### config.mk
export PLATFORM = sky130hd
export DESIGN_NAME = icache
export DESIGN_NICKNAME = d
export VERILOG_FILES = /design/src/rtl/icache.sv
export SDC_FILE = /design/constraint.sdc
export NUM_CORES = 2
export LEC_CHECK = 0
export BUFFER_PORTS_ARGS = -buffer_cell sky130_fd_sc_hd__buf_4
export CORE_MARGIN = 5
export CORE_UTILIZATION = 40
export DETAILED_ROUTE_END_ITERATION = 7
export GPL_ROUTABILITY_DRIVEN = 1
export SYNTH_ARGS = -nofsm -noshare
export SYNTH_HDL_FRONTEND = slang
export SYNTH_SLANG_ARGS = --single-unit
### constraint.sdc
create_clock -name clk_in -period 4.9 [get_ports clk_in]
set_clock_uncertainty 0.05 [all_clocks]
set_input_delay 0.98 -clock clk_in [delete_from_list [all_inputs] [get_ports clk_in]]
set_output_delay 0.98 -clock clk_in [all_outputs]
set_load 0.05 [all_outputs]
### src/rtl/icache.sv
// Direct-mapped one-word-per-line instruction cache with byte-serial refill.
// Define ICACHE_STATS_EN to build the hit/miss counters.
module icache #(
    parameter int INDEX_BITS = 6,
    parameter int TAG_BITS   = 16 - INDEX_BITS
) (
    input  logic        clk_in,
    input  logic        rst_in,
    input  logic        rdy_in,
    input  logic        clear,
    input  logic        fetch_req,
    input  logic [31:0] fetch_addr,
    output logic        inst_valid,
    output logic [31:0] inst,
    output logic        mem_req,
    output logic [31:0] mem_addr,
    input  logic        mem_gnt,
    input  logic [7:0]  mem_byte,
    output logic [31:0] hit_cnt,
    output logic [31:0] miss_cnt
);

    localparam int LINES = 1 << INDEX_BITS;

    typedef enum logic [1:0] {
        S_IDLE,
        S_REFILL,
        S_RESP
    } state_t;

    state_t state_q, state_d;

    logic [31:0]         data_mem [LINES];
    logic [TAG_BITS-1:0] tag_mem  [LINES];
    logic [LINES-1:0]    valid_q;

    logic [29:0] line_q, line_d;
    logic [1:0]  req_k_q, req_k_d;
    logic [1:0]  recv_k_q, recv_k_d;
    logic        pend_q, pend_d;
    logic [23:0] word_q, word_d;

    logic        inst_valid_d;
    logic [31:0] inst_d;
    logic        mem_req_d;
    logic [31:0] mem_addr_d;
    logic        line_we;
    logic        hit_inc;
    logic        miss_inc;

    logic [INDEX_BITS-1:0] f_idx, r_idx;
    logic [TAG_BITS-1:0]   f_tag, r_tag;
    logic                  hit;

    assign f_idx = fetch_addr[2 +: INDEX_BITS];
    assign f_tag = fetch_addr[17 -: TAG_BITS];
    assign r_idx = line_q[INDEX_BITS-1:0];
    assign r_tag = line_q[15 -: TAG_BITS];
    assign hit   = valid_q[f_idx] && (tag_mem[f_idx] == f_tag);

    always_comb begin
        state_d      = state_q;
        line_d       = line_q;
        req_k_d      = req_k_q;
        recv_k_d     = recv_k_q;
        pend_d       = 1'b0;
        word_d       = word_q;
        inst_valid_d = 1'b0;
        inst_d       = inst;
        mem_req_d    = mem_req;
        mem_addr_d   = mem_addr;
        line_we      = 1'b0;
        hit_inc      = 1'b0;
        miss_inc     = 1'b0;

        if (clear) begin
            state_d   = S_IDLE;
            req_k_d   = 2'd0;
            recv_k_d  = 2'd0;
            mem_req_d = 1'b0;
        end else begin
            unique case (state_q)
                S_IDLE: begin
                    if (fetch_req && hit) begin
                        inst_valid_d = 1'b1;
                        inst_d       = data_mem[f_idx];
                        hit_inc      = 1'b1;
                    end else if (fetch_req) begin
                        line_d     = fetch_addr[31:2];
                        req_k_d    = 2'd0;
                        recv_k_d   = 2'd0;
                        mem_req_d  = 1'b1;
                        mem_addr_d = {fetch_addr[31:2], 2'b00};
                        miss_inc   = 1'b1;
                        state_d    = S_REFILL;
                    end
                end
                S_REFILL: begin
                    if (mem_req && mem_gnt) begin
                        req_k_d = req_k_q + 2'd1;
                        pend_d  = 1'b1;
                        if (req_k_q == 2'd3) begin
                            mem_req_d = 1'b0;
                        end else begin
                            mem_addr_d = {line_q, req_k_q + 2'd1};
                        end
                    end
                    // Last lane goes straight to the line and the output.
                    if (pend_q) begin
                        recv_k_d = recv_k_q + 2'd1;
                        case (recv_k_q)
                            2'd0: word_d[7:0]   = mem_byte;
                            2'd1: word_d[15:8]  = mem_byte;
                            2'd2: word_d[23:16] = mem_byte;
                            default: begin
                                line_we      = 1'b1;
                                inst_valid_d = 1'b1;
                                inst_d       = {mem_byte, word_q};
                                state_d      = S_RESP;
                            end
                        endcase
                    end
                end
                S_RESP: begin
                    state_d = S_IDLE;
                end
                default: begin
                    state_d = S_IDLE;
                end
            endcase
        end
    end

    always_ff @(posedge clk_in) begin
        if (rst_in) begin
            state_q    <= S_IDLE;
            valid_q    <= '0;
            line_q     <= '0;
            req_k_q    <= 2'd0;
            recv_k_q   <= 2'd0;
            pend_q     <= 1'b0;
            word_q     <= '0;
            inst_valid <= 1'b0;
            inst       <= '0;
            mem_req    <= 1'b0;
            mem_addr   <= '0;
        end else if (rdy_in) begin
            state_q    <= state_d;
            line_q     <= line_d;
            req_k_q    <= req_k_d;
            recv_k_q   <= recv_k_d;
            pend_q     <= pend_d;
            word_q     <= word_d;
            inst_valid <= inst_valid_d;
            inst       <= inst_d;
            mem_req    <= mem_req_d;
            mem_addr   <= mem_addr_d;
            if (line_we) begin
                valid_q[r_idx] <= 1'b1;
            end
        end
    end

    always_ff @(posedge clk_in) begin
        if (!rst_in && rdy_in && line_we) begin
            data_mem[r_idx] <= {mem_byte, word_q};
            tag_mem[r_idx]  <= r_tag;
        end
    end

    logic unused_addr_lsb;
    assign unused_addr_lsb = ^fetch_addr[1:0];

`ifdef ICACHE_STATS_EN
    logic [31:0] hit_q, miss_q;

    always_ff @(posedge clk_in) begin
        if (rst_in) begin
            hit_q  <= '0;
            miss_q <= '0;
        end else if (rdy_in) begin
            if (hit_inc) begin
                hit_q <= hit_q + 32'd1;
            end
            if (miss_inc) begin
                miss_q <= miss_q + 32'd1;
            end
        end
    end

    assign hit_cnt  = hit_q;
    assign miss_cnt = miss_q;
`else
    logic unused_stats;
    assign unused_stats = hit_inc ^ miss_inc;
    assign hit_cnt      = '0;
    assign miss_cnt     = '0;
`endif

endmodule

Word level (Yosys, flattened, before mapping). Memory sizes are Yosys's and may differ from the RTL's. Cells that the tools add are included.

Register bits: 191. Bits in writable memories: 2688. Input bits: 46. Output and inout port bits: 130. Word-level logic and storage cells: 109. Memories kept: 2.

$add $sub $neg: 2. Magnitude comparators: 3. Eq/ne operators: 18. Multiplexer cells: 45. Bitwise operators: 3. Reductions and logical operators: 23.

Memories: data_mem (depth 64, bits a word 32, rd ports 1, clocked after Yosys merged registers in 0, wr ports 1, line 33) `logic [31:0] data_mem [LINES];`; tag_mem (depth 64, bits a word 10, rd ports 1, clocked after Yosys merged registers in 0, wr ports 1, line 34) `logic [TAG_BITS-1:0] tag_mem [LINES];`.

Operators with widths (count): $mux W32 (7); $pmux W32 S2 (2); $or A64 B64 Y64 (1); $reduce_and A5 Y1 (7); $mux W2 (11); $mux W1 (18); $ne A3 B3 Y1 const B (6); $lt A6 B7 Y1 const B (2); $ne A2 B2 Y1 const B (7); $pmux W2 S2 (3); $reduce_and A6 Y1 (2); $eq A10 B10 Y1 (1); $reduce_and A7 Y1 (1); $bmux W1 S6 (1); $demux W1 S6 (1); $ge A6 B1 Y1 const B (1); $logic_and A1 B1 Y1 (6); $add A2 B1 Y2 const B (2); $eq A2 B1 Y1 const B (2); $eq A2 B2 Y1 const B (2); $logic_not A2 Y1 (2); $pmux W1 S2 (2); $reduce_bool A3 Y1 (1); $reduce_or A3 Y1 (1); other kinds (4) (5).

Logic depth before layout (Yosys ltp).
Word-level depth: 9. Depth in mapped cells: 18.

Least setup slack after synthesis. OpenSTA, ideal clock, no wires.

Kind: input-to-reg. Start point: in clear. End point: mem data_mem[48][0], enable pin. Library setup time: 0.442 ns. Data arrival time: 3.967 ns. Required time: 4.408 ns. Path slack: 0.441 ns. Stages: 6. Buffers on the path: 1. Cell sequence: nor2_1 -> and3_1 -> nor4bb_1 -> nand3_1 -> clkbuf_1 -> nor2_1.

Longest elaborated chain between the ends: 4.

Ends and longest elaborated chain: from (decl) (line 10) `input logic clear,`; $mux W1 (line 76) `if (clear) begin`; $logic_and A1 B1 Y1 (line 165) `if (!rst_in && rdy_in && line_we) begin`; $mux W1 (line 165); $mux W1 (not written as such) (line 166) `data_mem[r_idx] <= {mem_byte, word_q};`; to (decl) (line 33).

Every way passes these cells.

Worst setup path in the final report.
Start point: in fetch_addr[5]. End point: reg inst[29].

Longest elaborated chain between the ends: 6.

Ends and longest elaborated chain: from (decl) (line 12) `input logic [31:0] fetch_addr,`; $mem_v2 Z64 W10 or $bmux W1 S6 (tied branches); $eq A10 B10 Y1 or $mux W1 (tied branches) (line 59) `assign hit = valid_q[f_idx] && (tag_mem[f_idx] == f_tag);`; $logic_and A1 B1 Y1 (line 59); $logic_and A1 B1 Y1 (line 84) `if (fetch_req && hit) begin`; $ne A2 B2 Y1 (no line); $reduce_and A6 Y1 (no line); to (signal assigned) (line 155) `inst <= inst_d;`; to (decl) (line 14) `output logic [31:0] inst,`.

Several ways; a longest one is shown, not always the timed one. The select of a mux whose other input is x is not followed. A chain may end at the register's enable or synchronous reset.

==> results by group <==
Outcome
  – Status: finished clean

Power and ir drop
  – P per Cell Area: 391 nW/um^2
  – P_sw: 10.3 mW
  – Power share of the combinational group: 0.034
  – Internal cell power: 39.6 mW
  – Max VDD drop: 0.300 mV
  – Lkg Pwr: 40.9 nW
  – Clock share of power: 0.432
  – Sequential Power Share: 0.534
  – Sw frac: 0.206

Setup path
  – Crit path launch type: input port
  – Critical Path Sink Type: flip-flop
  – Reg2Reg Setup Slack: 0.61 ns
  – Worst-path cell with the longest stage delay: a2111oi_0
  – Crit Path Max Fanout: 23
  – Reg2Reg Capture Point: inst[29]
  – Kind of critical path: in -> reg
  – Critical path data required time: 5.66 ns
  – Worst path max stage delay: 0.68 ns
  – Worst-path cell chain: buf_4, buf_4, nor2_1, buf_4, a221oi_1, a21oi_1, a2111oi_0, o31ai_1, a21oi_1, nand4_2, o21bai_4, buf_12, buf_12, a21oi_1, a311oi_1
  – Worst r2r path cells: 13
  – Crit path DAT: 5.30 ns
  – Reg2Reg Launch Point: tag_mem[44][0]

CTS
  – PostCTS Resize Cnt: 0
  – Setup Fix Bufs, Post-CTS: 0
  – Num CTS Buffers: 302
  – CTS tree: done
  – H-tree levels: 5
  – Sink Count: 2879
  – Worst-case clock buffer depth: 4
  – Hold Buf Count CTS: 0
  – Root Driver: clkbuf_16
  – Reg clk slew, reported paths: 0.06 ns
  – Clock Latency Late Sink: 0.93 ns

GRT
  – Vias in the first global route: 54978
  – Grt ovf: 0
  – Overall global routing resource usage: 0.212
  – First-pass GRT wire length: 432 mm
  – Pin count of the biggest net entering global routing: 104
  – Initial antenna violation count: 4

Timing
  – Final hold vios: 0
  – Max Freq: 0.220 GHz
  – PnR worst setup slack: 0.363 ns
  – Pins Over Slew Limit: 0
  – Final setup fails: 0
  – Unrepaired setup endpoints after global routing: false
  – Hold Slack: 0.259 ns
  – Final critical-path share of the clock period: 0.926
  – Least-Margin Pin Slew: 1.27 ns
  – Max-Slew Margin vs Limit: 0.156
  – Final min period: 4.54 ns

Die
  – Die H: 537 um
  – Die Area: 288000 um^2
  – I/O Pins: 176
  – Rows: 193
  – Initial Util: 0.402
  – Core ar.: 276000 um^2
  – Die W: 537 um

Synth
  – Top_reg_cell synth: edfxtp_1
  – Most common cell in the netlist: edfxtp_1
  – Sequential share of the synthesized area: 0.761
  – Synth area leader: edfxtp_1
  – Yosys warning count: 0
  – Synth Area per Inst: 21.5 um^2
  – Synth area leaders: edfxtp_1 (73%), mux4_2 (15%), dfxtp_1 (3.4%), mux2i_1 (2.1%), nand2_1 (0.61%)
  – EDFF count, synth: 2688
  – Synth Instances: 5174
  – Post-synthesis cell area: 111000 um^2
  – Async set-or-reset flop fraction in the synthesized netlist: 0
  – Synth top cells by count: edfxtp_1 (2688), mux4_2 (750), mux2i_1 (232)
  – Synth top area share: 0.727
  – Synth unique cells: 65
  – Synthesis-stage register bit count: 2879

Worst hold path
  – Hold Startpoint: fetch_addr[29]
  – WHS Path Cells: 3
  – Hold Path Class: in -> reg
  – Hold EP: line_q[27]

Route
  – Routed wire length per instance: 32.6 um
  – Max Used Layer: met4
  – WL met2: 144 mm
  – Routed WL: 311 mm
  – DR vias: 56322
  – Via density: 5.92
  – DRC Markers: 0
  – DRC violation total after the first TritonRoute iteration: 7662
  – First-pass detailed-route iteration total: 5
  – Final ANT Viol Nets: 0
  – Metal-1 WL: 129 mm
  – Met3 WL: 30.1 mm

Placement
  – Placement Setup Slack: -0.477 ns
  – DP HPWL: 166 mm
  – PortBufs: 109
  – Routability cong.: 0.790

Layout
  – Layout cell share with drive strength beyond 1: 0.298
  – Nets: 5650
  – Area Overhead vs Synth: 14.9%

Job
  – Max-cap violations: 0
==> power by group through the flow <==
stage / clock network [mW] / logic [mW] / registers (mW)
global placement: 0 / 1.69 / 27.2
finish: 21.5 / 1.69 / 26.7
floorplan: 0 / 1.10 / 27.2
detailed placement: 0 / 1.70 / 27.2
CTS: 21.9 / 1.70 / 26.7
global route: 22.9 / 1.78 / 26.6
==> routing by layer <==
metal / vias up / GRT usage
met5: - / 0
met3: 459 / 0.0442
met2: 2881 / 0.327
li1: 22384 / -
met1: 30598 / 0.311
met4: 0 / 0.0530
==> registers in the layout, indices dropped and copies added, names as in the netlist <==
name	cells
data_mem	2048
tag_mem	640
valid_q	64
inst	32
mem_addr	32
line_q	30
word_q	24
recv_k_q	2
req_k_q	2
state_q	2
inst_valid	1
mem_req	1
pend_q	1
==> metrics by stage <==
step                      utilization  total power, mW  area [um^2]  std cells  setup TNS, ns
after global routing            0.462             51.3       128000       9516              0
after CTS                       0.462             50.2       128000       9515              0
after global placement          0.429             28.9       119000       9000         -20.81
after floorplan                     -             28.3       111000       5237              0
final                           0.462             49.9       128000       9517              0
after detailed placement        0.429             28.9       119000       9000         -22.53
==> worst max-delay path, delay by kind of cell <==
family | cells | cell delay (ns)
buffers and inverters | 5 | 1.25
AO/OA/AOI/OAI | 8 | 2.60
AND/OR/NAND/NOR | 2 | 0.39
==> worst max path at each step <==
stage / startpoint / endpoint / slack, ns / cells past startpoint
2_1_floorplan: clear / data_mem[48][0] / 0.44 / 6
6_report: fetch_addr[5] / inst[29] / 0.36 / 15
3_3_place_gp: fetch_addr[5] / inst[25] / -0.43 / 15
5_1_grt: fetch_addr[2] / inst[26] / 0.32 / 15
4_1_cts: fetch_addr[2] / inst[29] / 0.49 / 15
3_5_place_dp: fetch_addr[2] / inst[29] / -0.48 / 15
==> cell usage in the layout, fill, tap and decap left out, drive strengths merged, types with 84 or more instances in the layout <==
master | netlist | layout
edfxtp | 2688 | 2688
mux4 | 750 | 750
buf | 214 | 432
clkbuf | 161 | 394
mux2i | 232 | 232
dfxtp | 191 | 191
nand2 | 182 | 182
a21oi | 101 | 101
clkinv | 1 | 98
nor2 | 94 | 94
a22oi | 89 | 89
nand3 | 84 | 84
==> final cells by class <==
| cell class | count | area [um^2] |
|---|---|---|
| fillers | 22753 | 149000 |
| flip-flops and latches | 2879 | 84600 |
| multi-input cells | 1911 | 25100 |
| clock buffers | 393 | 8140 |
| well taps | 3705 | 4640 |
| repair buffers | 433 | 3980 |
| clock inverters | 122 | 948 |
| inverters | 72 | 280 |
| diodes | 2 | 5.00 |
==> cell families after synthesis <==
kind of cell | count (synthesis) | share of synthesized area
buffers and inverters | 447 | 0.0197
AND/OR/NAND/NOR | 463 | 0.0189
XOR/XNOR | 7 | 0.000552
AO/OA/AOI/OAI | 378 | 0.0251
other | 1 | 0.0000338
flip-flops | 2879 | 0.761
multiplexers | 994 | 0.174
adder cells (fa/ha/maj) | 5 | 0.000563
(Power assumes the default switching activity.)
